===== src/rtl/flash_access_ctrl.sv =====
`default_nettype none
// ============================================================================
//  Module   : flash_access_ctrl
//  Purpose  : Arbitrates the shared SPI configuration flash between the
//             internal FPGA flash master and the Raspberry Pi. Holds the
//             internal master off, inserts dead time around every Pi grant,
//             never cuts a Pi transaction in flight and revokes a silent Pi.
//  Revision : 1.0 - initial release
// ============================================================================
module flash_access_ctrl #(
   parameter int SYNC_STAGES    = 2,
   parameter int TURNAROUND     = 4,
   parameter int CS_GUARD       = 8,
   parameter int TIMEOUT_CYCLES = 1000000
) (
   input  logic CLK,
   input  logic RESET,
   input  logic PI_REQ,
   input  logic PI_CS,
   input  logic PI_SCK,
   output logic PI_ACK,
   output logic PI_OE,
   input  logic FPGA_FLASH_BUSY,
   output logic FPGA_FLASH_HOLD,
   output logic REVOKED
);

   // One shared counter serves turnaround, drain guard and inactivity timing;
   // it is sized for the largest of the three.
   localparam int TO_W  = (TIMEOUT_CYCLES > 1) ? $clog2(TIMEOUT_CYCLES) : 1;
   localparam int TA_W  = $clog2(TURNAROUND + 1);
   localparam int CG_W  = $clog2(CS_GUARD + 1);
   localparam int M_W   = (TA_W > CG_W) ? TA_W : CG_W;
   localparam int CNT_W = (TO_W > M_W) ? TO_W : M_W;

   localparam logic [CNT_W-1:0] TA_LAST  = CNT_W'(TURNAROUND - 1);
   localparam logic [CNT_W-1:0] CG_LAST  = CNT_W'(CS_GUARD - 1);
   localparam logic [CNT_W-1:0] TO_LAST  = CNT_W'(TIMEOUT_CYCLES - 1);
   localparam logic [CNT_W-1:0] CNT_ONE  = CNT_W'(1);
   localparam logic [CNT_W-1:0] CNT_ZERO = '0;

   generate
      if (SYNC_STAGES < 2) begin : g_sync_check
         $error("flash_access_ctrl: SYNC_STAGES must be at least 2");
      end
   endgenerate

   typedef enum logic [2:0] {
      S_IDLE      = 3'd0,
      S_HOLD_WAIT = 3'd1,
      S_GUARD_IN  = 3'd2,
      S_GRANTED   = 3'd3,
      S_DRAIN     = 3'd4,
      S_GUARD_OUT = 3'd5,
      S_LOCKOUT   = 3'd6
   } state_t;

   state_t                 state_q, state_d;
   logic [CNT_W-1:0]       cnt_q, cnt_d;
   logic [SYNC_STAGES-1:0] req_sync_q, cs_sync_q, sck_sync_q;
   logic                   sck_prev_q;
   logic                   revoke_d;
   logic                   req_s, cs_s, sck_s, sck_edge;

   assign req_s    = req_sync_q[SYNC_STAGES-1];
   assign cs_s     = cs_sync_q[SYNC_STAGES-1];
   assign sck_s    = sck_sync_q[SYNC_STAGES-1];
   assign sck_edge = sck_s ^ sck_prev_q;

   // Synchronise the Pi inputs; CS idles high so its chain resets to 1.
   always_ff @(posedge CLK or posedge RESET) begin
      if (RESET) begin
         req_sync_q <= '0;
         cs_sync_q  <= '1;
         sck_sync_q <= '0;
         sck_prev_q <= 1'b0;
      end else begin
         req_sync_q <= {req_sync_q[SYNC_STAGES-2:0], PI_REQ};
         cs_sync_q  <= {cs_sync_q[SYNC_STAGES-2:0], PI_CS};
         sck_sync_q <= {sck_sync_q[SYNC_STAGES-2:0], PI_SCK};
         sck_prev_q <= sck_s;
      end
   end

   // Next-state and counter logic for the grant sequence.
   always_comb begin
      state_d  = state_q;
      cnt_d    = cnt_q;
      revoke_d = 1'b0;
      case (state_q)
         S_IDLE: begin
            if (req_s) state_d = S_HOLD_WAIT;
         end
         S_HOLD_WAIT: begin
            if (!req_s) begin
               state_d = S_IDLE;
            end else if (!FPGA_FLASH_BUSY) begin
               state_d = S_GUARD_IN;
               cnt_d   = CNT_ZERO;
            end
         end
         S_GUARD_IN: begin
            if (!req_s) begin
               state_d = S_IDLE;
            end else if (cnt_q == TA_LAST) begin
               state_d = S_GRANTED;
               cnt_d   = CNT_ZERO;
            end else begin
               cnt_d = cnt_q + CNT_ONE;
            end
         end
         S_GRANTED: begin
            // A voluntary release takes priority over a coincident timeout.
            if (!req_s) begin
               state_d = S_DRAIN;
               cnt_d   = CNT_ZERO;
            end else if (cnt_q == TO_LAST) begin
               state_d  = S_DRAIN;
               cnt_d    = CNT_ZERO;
               revoke_d = 1'b1;
            end else if (!cs_s || sck_edge) begin
               cnt_d = CNT_ZERO;
            end else begin
               cnt_d = cnt_q + CNT_ONE;
            end
         end
         S_DRAIN: begin
            // Only a run of CS_GUARD idle-high CS cycles lets the Pi go.
            if (!cs_s) begin
               cnt_d = CNT_ZERO;
            end else if (cnt_q == CG_LAST) begin
               state_d = S_GUARD_OUT;
               cnt_d   = CNT_ZERO;
            end else begin
               cnt_d = cnt_q + CNT_ONE;
            end
         end
         S_GUARD_OUT: begin
            if (cnt_q == TA_LAST) begin
               state_d = S_LOCKOUT;
               cnt_d   = CNT_ZERO;
            end else begin
               cnt_d = cnt_q + CNT_ONE;
            end
         end
         S_LOCKOUT: begin
            if (!req_s) state_d = S_IDLE;
         end
         default: begin
            state_d = S_IDLE;
            cnt_d   = CNT_ZERO;
         end
      endcase
   end

   // State, counter and registered outputs decoded from the next state.
   always_ff @(posedge CLK or posedge RESET) begin
      if (RESET) begin
         state_q         <= S_IDLE;
         cnt_q           <= CNT_ZERO;
         PI_ACK          <= 1'b0;
         PI_OE           <= 1'b0;
         FPGA_FLASH_HOLD <= 1'b0;
         REVOKED         <= 1'b0;
      end else begin
         state_q         <= state_d;
         cnt_q           <= cnt_d;
         PI_ACK          <= (state_d == S_GRANTED);
         PI_OE           <= (state_d == S_GRANTED) || (state_d == S_DRAIN);
         FPGA_FLASH_HOLD <= (state_d == S_HOLD_WAIT) || (state_d == S_GUARD_IN) ||
                            (state_d == S_GRANTED)   || (state_d == S_DRAIN)    ||
                            (state_d == S_GUARD_OUT);
         REVOKED         <= revoke_d;
      end
   end

endmodule
`default_nettype wire


===== config.mk =====
export PLATFORM = sky130hd
export DESIGN_NAME = flash_access_ctrl
export DESIGN_NICKNAME = d
export VERILOG_FILES = /design/src/rtl/flash_access_ctrl.sv
export SDC_FILE = /design/constraint.sdc
export NUM_CORES = 1
export LEC_CHECK = 0
export CAP_MARGIN = 20
export CORE_MARGIN = 2
export CORE_UTILIZATION = 50
export DETAILED_ROUTE_END_ITERATION = 7
export DONT_BUFFER_PORTS = 1
export PLACE_DENSITY = 0.7
export SYNTH_ARGS = -nofsm -noshare
export SYNTH_HDL_FRONTEND = slang
export SYNTH_SLANG_ARGS = --single-unit
export TNS_END_PERCENT = 100

===== constraint.sdc =====
create_clock -name CLK -period 2.45 [get_ports CLK]
set_input_delay 0.49 -clock CLK [delete_from_list [all_inputs] [get_ports CLK]]
set_output_delay 0.49 -clock CLK [all_outputs]
set_load 0.02 [all_outputs]

Word-level counts from Yosys, hierarchy flattened
Index checks and enable logic that the tools add are counted.

storage, ports and cells
  register bits = 34
  input port bits = 6
  output and inout bits = 4
  logic and storage cells = 65

operators by class
  add/subtract/negate cells = 1
  eq/ne operators = 17
  muxes and demuxes = 25
  bitwise operators = 2
  reductions and logical operators = 10

operators by type and width
  kind                                                              number
  20-bit two-way mux                                                9
  20-bit case mux with 6 select lines                               1
  3-bit two-way mux                                                 11
  3-bit case mux with 7 select lines                                1
  20-bit by 1-bit adder with 20-bit output, second input constant   1
  20-bit by 2-bit == test with 1-bit output, second input constant  1
  20-bit == test, second input constant                             1
  20-bit by 3-bit == test with 1-bit output, second input constant  1
  3-bit == test, second input constant                              5
  3-bit by 2-bit == test with 1-bit output, second input constant   4
  3-bit by 1-bit == test with 1-bit output, second input constant   2
  1-bit logical OR                                                  6
  2-bit inequality test, second input constant                      3
  4-bit AND reduction                                               1
  3-bit logical NOT                                                 1
  1-bit two-way mux                                                 3
  2-bit OR reduction                                                1
  1-bit logical NOT                                                 1
  1-bit NOT                                                         1
  1-bit bitwise XOR                                                 1

Logic depth before layout (Yosys ltp)
Gate-level depths: netlist of the first run.

  depth in word-level cells = 9
  depth in mapped cells = 8
  mapped depth without buffers = 7

Worst setup path after synthesis of the first run
OpenSTA, ideal clock, no wires.

  path type = register to register
  start point = register cnt_q[3]
  end point = register cnt_q[11]
  library setup time = 0.135 ns
  arrival time = 2.102 ns
  path slack = 0.212 ns
  stages on the path, launching flop included = 7
  buffers on the path = 0
  period minus slack after synthesis = 2.238 ns
  path through = dfrtp_1 -> or4_4 -> nor4_4 -> a31oi_4 -> nor4_4 -> or2_1 -> o21ai_1

between the ends
  longest elaborated chain between the ends = 5
  elaborated cells on any way between the ends = 12
  those cells by class = add/sub: 1; eq/ne: 3; mux: 8

ends and longest elaborated chain
  element                                   RTL line  RTL
  start, declared                           59        logic [CNT_W-1:0] cnt_q, cnt_d;
  start signal, assigned                    167       cnt_q <= cnt_d;
  20-bit by 1-bit adder with 20-bit output  n/a
  20-bit two-way mux                        121       end else if (!cs_s || sck_edge) begin
  20-bit two-way mux                        117       end else if (cnt_q == TO_LAST) begin
  20-bit two-way mux                        114       if (!req_s) begin
  20-bit case mux with 6 select lines *     90        case (state_q)

Mark *: on every way between the ends. The rest lies on a longest branch, timed or not. The select of a mux whose other input is x is not followed.
A chain may end at the register's enable or synchronous reset.

Worst setup path after layout of the first run
  start point = register cnt_q[14]
  end point = register cnt_q[8]

between the ends
  longest elaborated chain between the ends = 4
  elaborated cells on any way between the ends = 10
  those cells by class = eq/ne: 3; mux: 7

ends and longest elaborated chain
  element                                                                  RTL line       RTL
  20-bit by 3-bit == test with 1-bit output, or another cell as far along  131            end else if (cnt_q == CG_LAST) begin
  20-bit two-way mux, on equally long branches                             n/a
  20-bit two-way mux, on equally long branches                             129, 103, 114
  20-bit case mux with 6 select lines *                                    90

Marked as above.

==> out/results.ini, run 1 <==
[pwr]
peakVddDrop_uv=492.0
clock_power_share=0.315
combPwrFrac=0.323
seq_power_share=0.362
sw_frac_of_total=0.3308
switching_power_mw=0.6503
intPower_mw=1.315
p_leak_nw=0.8617
power_mw=1.966
powerDensity_nw_per_um2=944.7

[cts]
cts_tree=yes
clk_pin_slew_ns=0.07
htreeDepth=2
cts.sinks=34
cts.path.max_buffers=2
numCtsBuffers=5
ctsHoldBuffers=0
clk_latency_ns=0.29
root_buffer=clkbuf_8

[setup_path]
path_buf_inv=1
crit_chain=or4_4, nor4_4, a31oi_2, o31ai_4, buf_12, o21ai_1, a21o_1
arrival_ns=2.53
cp-start-kind=flop
critPathCaptureType=flop
critPathMaxFanout=10
slowest_stage=or4_4
slowest_delay_ns=0.54
regToRegSetupSlack_ns=0.10
required_ns=2.64
cpLargestDelayFamily=compound AO/OA/AOI/OAI gates
critPathKind=reg2reg

[yosys]
synth_ff_type=dfrtp_1
yosys-top-cells-count=dfrtp_1, nand2_1, nor2_1, o21ai_0, nand3_1
yosysMostFrequentCell=dfrtp_1
synth_top_area_frac=0.4351
ys_seq_area_frac=0.4636
synth_edf_count=0
async_reset_ff_frac=1.000
synthTopCellsByArea=dfrtp_1, o21ai_0, nand2_1
synth.distinct_cells=53
syn_area_per_cell_um2=9.895
synth_nets=193
yosysTopAreaCell=dfrtp_1
synth.cell_area_um2=1841
ys_warn_count=0
ys_ff_latch=34
syn_inst=186

[floorplan]
io_pins=10
core-area_um2=3606
initial_core_util=0.5104
fp.dieH_um=64.67
die_w_um=64.67
dieArea_um2=4182
fp-row-count=22

[timing]
fmax_mhz=425.7
rsz0062_at_grt=no
period_share=0.9589
hold_viol_final=0
totalNegativeSetupSlack_ns=0
relSlewSlack=0.5721
slew_viol_final=0
finalSetupViolCount=0
layout_min_cycle_time_ns=2.349
tightest_slew_ns=0.6418
finClkSkew_ns=0.004671

[global_route]
grt_pass1_wl_mm=6.444
overflow=0
grt_pass1_vias=1397
grt_max_degree=35
grt_usage=0.2063
antenna_found_initial=0

[detailed_routing]
routed_wl_mm=3.744
wire_per_inst_um=15.28
first_pass_iters=4
num_vias=1396
drc=0
ant_nets=0
dr.first_iter.drc_count=76
vias_per_cell=5.698

[place]
dp_cells=236
gp_congestion=0.8884
dp_hpwl_mm=2.701
place.port_buffers=0

[job]
cap_violations=0

[final_layout]
instances_no_fill=245
num_antenna_cells=0
nNetsFinal=203
drive_gt1_frac=0.1675
area_growth_pct=13.05

[run_status]
status=complete, no violations

[min_path]
hp-class=in2async

## layout by cell type (no fill, tap or decap), drive strengths merged, types with 3 or more instances in the layout
master  instances
and2            5
nand3           8
dfrtp          32
nand2b          3
nand2          18
o21ai          18
xor2            5
nor2           16
buf             8
a21oi           6
o21a            3
or2             3
inv             7
nand4           3
clkbuf          5
nor4            6
or3             5
xnor2           4
a31oi           3
## logic make-up after synthesis
kind of cell,Yosys count,share of synthesized area
xor gates and xnor gates,9,0.04282
adders and majority gates,1,0.006797
muxes,2,0.01088
DFF,34,0.4636
and+or+nand+nor,84,0.2692
AOI/OAI and AO/OA,44,0.1754
buffers and inverters,12,0.03127
## state kept, by name, summed over array words and instances, names as in the netlist
signal and count:
state_q 3, sck_sync_q 2, PI_OE 1, REVOKED 1, cs_sync_q 2, PI_ACK 1
req_sync_q 2, cnt_q 20, FPGA_FLASH_HOLD 1, sck_prev_q 1
## worst reg2reg max path: cells and delay by family, from the launching register on
| kind | cells | cell delay (ns) |
|---|---|---|
| flip-flops | 1 | 0.42 |
| AO/OA/AOI/OAI | 4 | 0.84 |
| buffers and inverters | 1 | 0.16 |
| AND/OR/NAND/NOR | 2 | 0.82 |
## timing repair
item | 4_1_cts | 5_1_grt
gates resized for setup | 0 | 1
setup buffers | 0 | 1
setup endpoints to repair | 0 | 5
## per-stage QoR
stage	hold slack, ns	area [µm²]	utilization	worst slack [ns]
after floorplan	0.3312	1841	-	0.2123
after global placement	0.3330	1922	0.5330	0.2101
after detailed placement	0.3379	1922	0.5330	0.1178
after CTS	0.1835	2059	0.5711	0.09189
after global routing	0.1780	2081	0.5770	0.01023
final	0.1735	2081	0.5770	0.1007
## final cells by class
cell class	count	area, µm²
inverters	7	26.28
fillers	311	1525
clock inverters	3	68.82
repair buffers	8	72.57
flip-flops and latches	34	853.3
clock buffers	5	68.82
well taps	48	60.06
multi-input cells	140	930.9
## routing by layer
layer / vias to the layer above / track usage / wire length, µm
met4: 0 / 0.1037 / 86
met2: 30 / 0.3255 / 1850
met3: 10 / 0.06424 / 190
met1: 665 / 0.2560 / 1617
li1: 691 / - / -
met5: - / 0 / 0
## power groups by stage
stage / registers (mW) / clock network [mW] / logic, mW
final: 0.711 / 0.619 / 0.636
after global routing: 0.722 / 0.659 / 0.703
after CTS: 0.711 / 0.634 / 0.582
after detailed placement: 0.720 / 0 / 0.576
after global placement: 0.714 / 0 / 0.560
after floorplan: 0.679 / 0 / 0.471
## final timing paths
check	startpoint	depth (start not counted)	end
max	cnt_q[14]	7	cnt_q[8]
min	RESET	2	cnt_q[4]
max reg2reg	cnt_q[14]	7	cnt_q[8]
min reg2reg	req_sync_q[0]	0	req_sync_q[1]
max in group asynchronous	RESET	2	cs_sync_q[1]
min in group CLK	PI_CS	0	cs_sync_q[0]
No activity file was read; power rests on OpenSTA's default activity.
==> run 2, diff against run 1 <==
- CORE_UTILIZATION: 50 -> 60
- PLACE_DENSITY: 0.7 -> 0.81
==> run 2 against run 1 <==
  * Non-clock buffer count up 1
  * First-iteration DRC count grew 18%
  * Total power fell by 11%
  * Wire length is 1.3% higher
==> out/results.ini, run 2 (synthesis gave the netlist of run 1 again) <==
[detailed_routing]
num_vias=1430
wire_per_inst_um=16.41
drc=0
vias_per_cell=6.190
first_pass_iters=4
ant_nets=0
routed_wl_mm=3.791
dr.first_iter.drc_count=90

[setup_path]
critPathCaptureType=flop
arrival_ns=2.60
required_ns=2.69
crit_chain=or4_4, nor4_4, buf_4, a31oi_4, o31ai_4, buf_6, nor4_1, a21o_1
critPathMaxFanout=8
critPathKind=reg2reg
timing.rr.start=cnt_q[3]
slowest_delay_ns=0.55
cp-start-kind=flop
startpoint=cnt_q[3]
r2r_cells=8
slowest_stage=or4_4

[place]
dp_hpwl_mm=2.707
gp_congestion=0.9129
place.port_buffers=0
place_area_um2=1896
pre_cts_ws_ns=0.04845

[final_layout]
final_area_um2=2027
num_antenna_cells=0
nNetsFinal=204
area_growth_pct=10.13
post-route-util=0.6807
largest_reg_flops=20
drive_gt1_frac=0.1818
multi_input_area_um2=950.9
n_fill_cell=232
final_common_cell=dfrtp_1
seqCellArea_um2=854.6
top_regs=cnt_q x20, state_q x3
regMostFlops=cnt_q
layout_common_cells=dfrtp_1, nand2_1, nor2_1, o21ai_0

[timing]
layout_min_cycle_time_ns=2.360
relSlewSlack=0.4294
hold_viol_final=0
setup_ws_ns=0.09041
finClkSkew_ns=0.005827
period_share=0.9631
rsz0062_at_grt=no
finalSetupViolCount=0
fmax_mhz=423.8
totalNegativeSetupSlack_ns=0
slew_viol_final=0
tightest_slew_ns=0.8527

[floorplan]
initial_core_util=0.6181
core-area_um2=2978
fp.dieH_um=59.39
die_w_um=59.39
fp-row-count=20
dieArea_um2=3527
io_pins=10

[cts]
cts.path.max_buffers=2
ctsHoldBuffers=0
clk_latency_ns=0.34
root_buffer=clkbuf_4
clk_pin_slew_ns=0.11
cts_tree=yes
htreeDepth=2
numCtsBuffers=5
cts.sinks=34

[pwr]
peakVddDrop_uv=725.8
clock_power_share=0.240
powerDensity_nw_per_um2=861.3
p_leak_nw=0.8318
combPwrFrac=0.353
seq_power_share=0.408
sw_frac_of_total=0.3672
switching_power_mw=0.6411
intPower_mw=1.105

[global_route]
busiest_layer=met2
antenna_found_initial=0
grt_usage=0.2464
grt_max_degree=16
use_met1=0.3343
grt_pass1_wl_mm=6.299
grtUsageMet2=0.3626
overflow=0
grt_pass1_vias=1346
use_met3=0.06769

[run_status]
status=complete, no violations

[min_path]
hp-class=in2async

[job]
cap_violations=0

## run 2: changes by cell type in the layout (fill, tap and decap cells not counted), sizes merged
cell,previous run,this run
clkinv,1,0
bufinv,2,1
clkinvlp,0,2
buf,8,9
## run 2: layout make-up
cell class | count | area share
Timing Repair Buffer | 9 | 0.03519
Sequential cell | 34 | 0.4216
Inverter | 7 | 0.01296
Clock buffer | 5 | 0.01852
Clock inverter | 3 | 0.02222
Tap cell | 33 | 0.02037
Multi-Input combinational cell | 140 | 0.4691
## run 2: path summary, 6_finish.rpt
check / to / slack (ns)
min in group CLK: cs_sync_q[0] / 0.14
min reg2reg: req_sync_q[1] / 0.36
max reg2reg: cnt_q[8] / 0.09
max: cnt_q[8] / 0.09
min: sck_prev_q / 0.06
max in group asynchronous: cnt_q[3] / 1.82
## run 2: stage by stage
step | std cells | hold slack [ns] | total power [mW]
after global routing | 231 | 0.1079 | 1.847
after floorplan | 186 | 0.3312 | 1.150
after CTS | 228 | 0.07210 | 1.700
final | 231 | 0.06031 | 1.746
after global placement | 220 | 0.3351 | 1.259
after detailed placement | 220 | 0.3403 | 1.283
## run 2: what timing repair did
action,CTS,global route
buffers inserted,0,3
setup endpoints to repair,0,5
gates resized for setup,0,5
## run 2: metal layers
metal | routed length [µm] | share of wire | up-vias
li1 | - | - | 695
met1 | 1673 | 0.44 | 681
met2 | 1867 | 0.49 | 47
met3 | 176 | 0.046 | 7
met4 | 73 | 0.019 | 0
met5 | 0 | 0 | -
## run 2: power by group through the flow
| stage | Clock, mW | Sequential, mW | Combinational, mW |
|---|---|---|---|
| floorplan | 0 | 0.679 | 0.471 |
| finish | 0.418 | 0.712 | 0.616 |
| CTS | 0.421 | 0.710 | 0.569 |
| detailed placement | 0 | 0.718 | 0.565 |
| global route | 0.446 | 0.722 | 0.679 |
| global placement | 0 | 0.714 | 0.546 |
## run 2: worst max-delay path, delay by kind of cell (launching register included)
family / cells / cell delay (ns)
compound gates: 3 / 0.56
buf+inv: 2 / 0.35
flops: 1 / 0.44
simple gates: 3 / 0.92
==> run 3, diff against run 2 <==
- CTS_CLUSTER_SIZE: not set -> 30
==> results of run 3 <==
No change in the layout: final DEF, timing and power equal those of run 2.
